==> src/rtl/roachf_mcnt_pkg.sv <==
`default_nettype none
//==============================================================================
// Module      : roachf_mcnt_pkg
// Description : Shared types and constants for the F-engine master-counter
//               generator. Holds the controller state encoding, default
//               spectrum length and counter width, and the width of the MSB
//               word exposed to software.
// Revision    : 1.0 - initial release
//==============================================================================
package roachf_mcnt_pkg;

    // Controller states. Explicit 2-bit encoding so the register width is
    // fixed regardless of tool defaults.
    typedef enum logic [1:0] {
        ST_IDLE  = 2'd0,
        ST_ARMED = 2'd1,
        ST_RUN   = 2'd2
    } mcnt_state_t;

    // 1024 channels at 4 per clock.
    localparam int SPEC_LEN_DEFAULT   = 256;
    localparam int MCNT_WIDTH_DEFAULT = 48;

    // Width of the software-visible MSB word.
    localparam int MSB_WIDTH = 32;

endpackage : roachf_mcnt_pkg
`default_nettype wire

==> src/rtl/gpu_mcnt_gen.sv <==
`default_nettype none
//==============================================================================
// Module      : gpu_mcnt_gen
// Description : Master-counter (mcnt) generator for the GPU packetizer.
//               After a software arm edge, the next sync pulse zeroes the
//               counter; from then on every SPEC_LEN valid_in cycles form
//               one spectrum and advance mcnt by one.
//
// Ports
//   user_clk      in   fabric clock, rising edge
//   user_rst      in   synchronous active-high reset
//   sync_in       in   one-cycle sync pulse from the sync generator
//   valid_in      in   one spectrum frame (4 channels) present this cycle
//   arm           in   software arm level; a rising edge arms the block
//   mcnt_out      out  current spectrum count
//   mcnt_valid    out  one-cycle pulse when mcnt_out takes a new value
//   sync_out      out  accepted sync, delayed one cycle
//   user_data_out out  top 32 bits of mcnt_out, for the software register
//   armed         out  high while waiting for the sync that starts counting
//   sync_err      out  sticky: a sync landed off a spectrum boundary in RUN
//
// Revision    : 1.0 - initial release
//==============================================================================
module gpu_mcnt_gen
    import roachf_mcnt_pkg::*;
#(
    parameter int SPEC_LEN   = SPEC_LEN_DEFAULT,
    parameter int MCNT_WIDTH = MCNT_WIDTH_DEFAULT
) (
    input  logic                  user_clk,
    input  logic                  user_rst,
    input  logic                  sync_in,
    input  logic                  valid_in,
    input  logic                  arm,
    output logic [MCNT_WIDTH-1:0] mcnt_out,
    output logic                  mcnt_valid,
    output logic                  sync_out,
    output logic [MSB_WIDTH-1:0]  user_data_out,
    output logic                  armed,
    output logic                  sync_err
);

    localparam int SUB_W = (SPEC_LEN > 1) ? $clog2(SPEC_LEN) : 1;
    localparam logic [SUB_W-1:0] C_SUB_LAST = SUB_W'(SPEC_LEN - 1);
    localparam logic [SUB_W-1:0] C_SUB_ONE  = SUB_W'(1);

    //--------------------------------------------------------------------------
    // Registers
    //--------------------------------------------------------------------------
    mcnt_state_t           r_state;
    logic                  r_arm_d;
    logic [SUB_W-1:0]      r_sub;
    logic [MCNT_WIDTH-1:0] r_mcnt;
    logic                  r_mcnt_valid;
    logic                  r_sync_out;
    logic                  r_sync_err;
    // Set once the first sync has been accepted. A re-arm from RUN keeps
    // counting while it waits for the new sync; an arm from IDLE (fresh
    // after reset) has nothing meaningful to count yet and stays frozen.
    logic                  r_counting;

    //--------------------------------------------------------------------------
    // Combinational
    //--------------------------------------------------------------------------
    mcnt_state_t w_state_nxt;
    logic        w_arm_edge;
    logic        w_accept_sync;
    logic        w_count_en;
    logic        w_boundary;
    logic        w_off_boundary_sync;

    // arm_d tracks arm during reset as well, so a level held high through
    // reset does not look like an edge once reset drops.
    assign w_arm_edge = arm & ~r_arm_d;

    always_ff @(posedge user_clk) begin
        r_arm_d <= arm;
    end

    //--------------------------------------------------------------------------
    // FSM: state register
    //--------------------------------------------------------------------------
    always_ff @(posedge user_clk) begin
        if (user_rst) begin
            r_state <= ST_IDLE;
        end else begin
            r_state <= w_state_nxt;
        end
    end

    //--------------------------------------------------------------------------
    // FSM: next-state logic. An arm edge always wins over a coincident sync
    // in IDLE/RUN; the sync is simply dropped and a later one is required.
    //--------------------------------------------------------------------------
    always_comb begin
        w_state_nxt = r_state;
        case (r_state)
            ST_IDLE: begin
                if (w_arm_edge) w_state_nxt = ST_ARMED;
            end
            ST_ARMED: begin
                if (sync_in) w_state_nxt = ST_RUN;
            end
            ST_RUN: begin
                if (w_arm_edge) w_state_nxt = ST_ARMED;
            end
            default: w_state_nxt = ST_IDLE;
        endcase
    end

    //--------------------------------------------------------------------------
    // FSM: state-decoded outputs and qualifiers
    //--------------------------------------------------------------------------
    always_comb begin
        armed               = 1'b0;
        w_accept_sync       = 1'b0;
        w_count_en          = 1'b0;
        w_off_boundary_sync = 1'b0;
        case (r_state)
            ST_ARMED: begin
                armed         = 1'b1;
                w_accept_sync = sync_in;
                w_count_en    = r_counting;
            end
            ST_RUN: begin
                w_count_en          = 1'b1;
                w_off_boundary_sync = sync_in & ~w_arm_edge & (r_sub != '0);
            end
            default: ;
        endcase
    end

    assign w_boundary = w_count_en & valid_in & (r_sub == C_SUB_LAST);

    //--------------------------------------------------------------------------
    // Counters and registered outputs
    //--------------------------------------------------------------------------
    always_ff @(posedge user_clk) begin
        if (user_rst) begin
            r_sub        <= '0;
            r_mcnt       <= '0;
            r_mcnt_valid <= 1'b0;
            r_sync_out   <= 1'b0;
            r_sync_err   <= 1'b0;
            r_counting   <= 1'b0;
        end else begin
            r_mcnt_valid <= 1'b0;
            r_sync_out   <= w_accept_sync;

            if (w_accept_sync) begin
                // The frame arriving with the sync is the first of spectrum 0.
                r_mcnt     <= '0;
                r_sub      <= valid_in ? C_SUB_ONE : '0;
                r_sync_err <= 1'b0;
                r_counting <= 1'b1;
            end else begin
                if (w_off_boundary_sync) begin
                    r_sync_err <= 1'b1;
                end
                if (w_count_en && valid_in) begin
                    if (w_boundary) begin
                        r_sub        <= '0;
                        r_mcnt       <= r_mcnt + 1'b1;
                        r_mcnt_valid <= 1'b1;
                    end else begin
                        r_sub <= r_sub + C_SUB_ONE;
                    end
                end
            end
        end
    end

    assign mcnt_out      = r_mcnt;
    assign mcnt_valid    = r_mcnt_valid;
    assign sync_out      = r_sync_out;
    assign sync_err      = r_sync_err;
    // Same register as mcnt_out, so the MSB word and low bits never tear.
    assign user_data_out = r_mcnt[MCNT_WIDTH-1 -: MSB_WIDTH];

endmodule : gpu_mcnt_gen
`default_nettype wire

==> config.mk <==
export PLATFORM = sky130hd
export DESIGN_NAME = gpu_mcnt_gen
export DESIGN_NICKNAME = d
export VERILOG_FILES = /design/src/rtl/roachf_mcnt_pkg.sv /design/src/rtl/gpu_mcnt_gen.sv
export SDC_FILE = /design/constraint.sdc
export NUM_CORES = 1
export LEC_CHECK = 0
export CAP_MARGIN = 10
export CELL_PAD_IN_SITES_DETAIL_PLACEMENT = 0
export CELL_PAD_IN_SITES_GLOBAL_PLACEMENT = 1
export CORE_ASPECT_RATIO = 2
export CORE_MARGIN = 1.5
export CORE_UTILIZATION = 35
export CTS_CLUSTER_SIZE = 10
export DETAILED_ROUTE_END_ITERATION = 8
export PLACE_DENSITY = 0.88
export SYNTH_ARGS = -nofsm -noshare
export SYNTH_HDL_FRONTEND = slang
export SYNTH_SLANG_ARGS = --single-unit
==> constraint.sdc <==
create_clock -name user_clk -period 2.4 [get_ports user_clk]
set_input_delay 0.72 -clock user_clk [delete_from_list [all_inputs] [get_ports user_clk]]
set_output_delay 0.72 -clock user_clk [all_outputs]
set_load 0.1 [all_outputs]
==> summary.txt <==
Floorplan
  – Die ar.: 9940 um^2
  – Die extent in y: 139 um
  – Initial Util: 36.2%
  – Die X: 71.2 um
  – Ports: 89
  – Core ar.: 9010 um^2
  – Num rows: 49

GRT
  – Total track usage: 17.5%
  – Met3 GRT Util: 4.34%
  – Initial antenna violation count: 0
  – Vias in the first global route: 2868
  – GR Layer Usage met1: 17.7%
  – Gr ovfl total: 0
  – Global route hottest layer: met2
  – Largest net degree at the start of global routing: 32
  – M2 GR Usage: 32.0%
  – First-pass GRT wire length: 13.7 mm

Worst hold path
  – Worst Hold Depth: 2
  – Hold Crit Class: reg -> reg

Setup path
  – CP cell instances: clkdlybuf4s50_1, nand2_2, nor4_2, buf_4, nand3_1, or4_1, a21oi_1
  – Slowest-stage cell, CP: clkdlybuf4s50_1
  – Crit path max-delay family: simple AND/OR/NAND/NOR gates
  – CP peak stage delay: 0.50 ns
  – Req. time, crit path: 2.67 ns
  – Worst EP arrival: 2.51 ns
  – Critical-path maximum fanout: 6
  – WP buf/inv: 2
  – Reg2Reg Depth: 8
  – Crit path launch type: primary input
  – WS Path Type: in -> reg
  – CP Capture Type: flip-flop
  – Cell depth of the worst setup path: 7

Finish
  – Leading cell types in the layout, fill and taps excluded: buf_4 (102), nor2_1 (42), dfxtp_1 (32)
  – Area grow syn2layout: 33.9%
  – Final #Nets: 476
  – Post-route cell area: 4360 um^2
  – Ant diodes: 0
  – Finished Layout Cells: 571
  – Share of cells above drive strength 1: 36.2%
  – Commonest non-fill, non-tap cell in the layout: buf_4
  – Fin util: 48.4%

STA
  – Final Hold Vio Count: 0
  – Fmax: 445 MHz
  – Minimum clock period: 2.25 ns
  – Slew of the pin with the lowest slew margin: 0.475 ns
  – Setup TNS: 0 ns
  – Setup slack after layout: 0.154 ns
  – Max transition margin: 68.0%
  – Final period utilization: 93.6%
  – Final slew viol count: 0
  – Clock Skew: 0.00356 ns
  – RSZ-0062 raised after global routing: false
  – Final setup fails: 0
  – Worst hold margin: 0.491 ns

Routing
  – WL/cell: 15.1 um
  – Via count: 3062
  – Final WL: 8.64 mm
  – Final ANT Viol Nets: 0
  – Number of remaining DRC errors: 0
  – Vias/cell: 5.36
  – Drt first pass iters: 4
  – Starting DRT DRC Count: 148

CTS
  – Clock sinks: 63
  – Num CTS Buffers: 9
  – Clk buf depth: 2
  – Clock latency on the worst-skew pair: 0.34 ns
  – H-tree depth: 3
  – Post-CTS Setup Repair Bufs: 0
  – CTS clk-pin slew, worst paths: 0.05 ns
  – CTS tree: built
  – Clock root buffer master: clkbuf_16

Yosys
  – Yosys cell types: 40
  – Post-Syn Nets: 394
  – Seq/Total Area, Yosys: 38.7%
  – Syn Inst Count: 382
  – Post-synth EDFFs: 0
  – Ys async rst share: 0%
  – Mapped Avg Cell Area: 8.53 um^2
  – Yosys reg bits: 63
  – Mux contribution to synthesized area: 0.921%
  – Synth Area in XOR/XNOR: 7.52%
  – Predominant post-synthesis flop cell: dfxtp_1
  – Largest family of logic cells by synthesized area: simple AND/OR/NAND/NOR gates
  – Adder-Cell Fraction of Synth Area: 2.69%
  – Yosys warning count: 0
  – Simple-Gate Fraction of Synth Area: 30.9%
  – Synth Area in Compound Gates: 9.71%
  – Mapped Area: 3260 um^2

Pwr
  – P_leak: 1.75 nW
  – Max IR drop VDD: 0.379 mV
  – PwrDens: 542 nW/um^2
  – Total power: 2.37 mW

Placed design
  – IO buf count: 88
  – Placed cells: 555
  – RePlAce Congestion: 0.773
  – Place WS: -0.254 ns
  – DP Wirelength: 6.48 mm
  – Area of placed instances: 4090 um^2

Run status
  – Status: finished clean

Run
  – Max-cap viol count: 0
sequential cells by signal, summed over array words and instances, names as in the netlist:
name and cells:
sync_err 1, r_counting 1, r_arm_d 1, sync_out 1, r_sub 8, mcnt_out 48
mcnt_valid 1, r_state 2
worst reg2reg max path: cells and delay by family (launching register included):
kind | cells | cell delay [ns]
flops | 1 | 0.42
compound gates | 1 | 0.16
fa+ha+maj | 1 | 0.31
simple gates | 4 | 0.95
buf+inv | 2 | 0.27
layout make-up:
type	instances	area (um^2)
tap	102	128
timing repair buffer	112	926
multi-input combinational	270	1700
clock inverter	4	20.0
clock buffer	12	256
sequential	63	1300
fill	882	4650
inverter	8	30.0
report_power, final:
group | internal [mW] | leakage (nW) | total (mW) | switching, mW
combinational | 0.0378 | 1.09 | 0.102 | 0.0640
sequential | 1.05 | 0.524 | 1.06 | 0.00471
clock | 0.747 | 0.142 | 1.21 | 0.460
timing repair:
action	4_1_cts	5_1_grt
endpoints found under the setup margin	0	8
hold endpoints to repair	0	0
hold buffers	0	0
resized for setup	0	1
logic make-up (layout without fill, tap and decap cells):
group	Yosys count	in the layout
fa+ha+maj	7	7
compound gates	58	58
mux	3	3
xor+xnor	28	28
simple gates	174	174
flops	63	63
buf+inv	49	136
worst paths after layout:
check,start,to,slack [ns]
setup / recovery,valid_in,mcnt_out[32],0.15
hold / removal,r_counting,r_counting,0.49
setup reg to reg,r_state[0],mcnt_out[32],0.24
hold reg to reg,r_counting,r_counting,0.49
Yosys cell counts (5+ instances only):
library cell  count  area, um^2
dfxtp_1          63        1260
nor2_1           42         158
buf_4            32         240
a21oi_1          27         135
nand3_1          24         120
nand4_1          23         144
or3_1            23         144
nand2_1          20        75.1
xor2_1           20         175
o21ai_0          19        95.1
clkbuf_1          8        30.0
inv_1             8        30.0
xnor2_1           8        70.1
ha_1              7        87.6
nor3_1            6        30.0
and3_1            5        31.3
nor4_1            5        31.3
routing by layer:
metal | routed length (um) | vias up
met5 | 0 | -
li1 | - | 1493
met2 | 4870 | 89
met1 | 3130 | 1468
met3 | 420 | 12
met4 | 220 | 0
No activity file was read; power rests on OpenSTA's default activity.
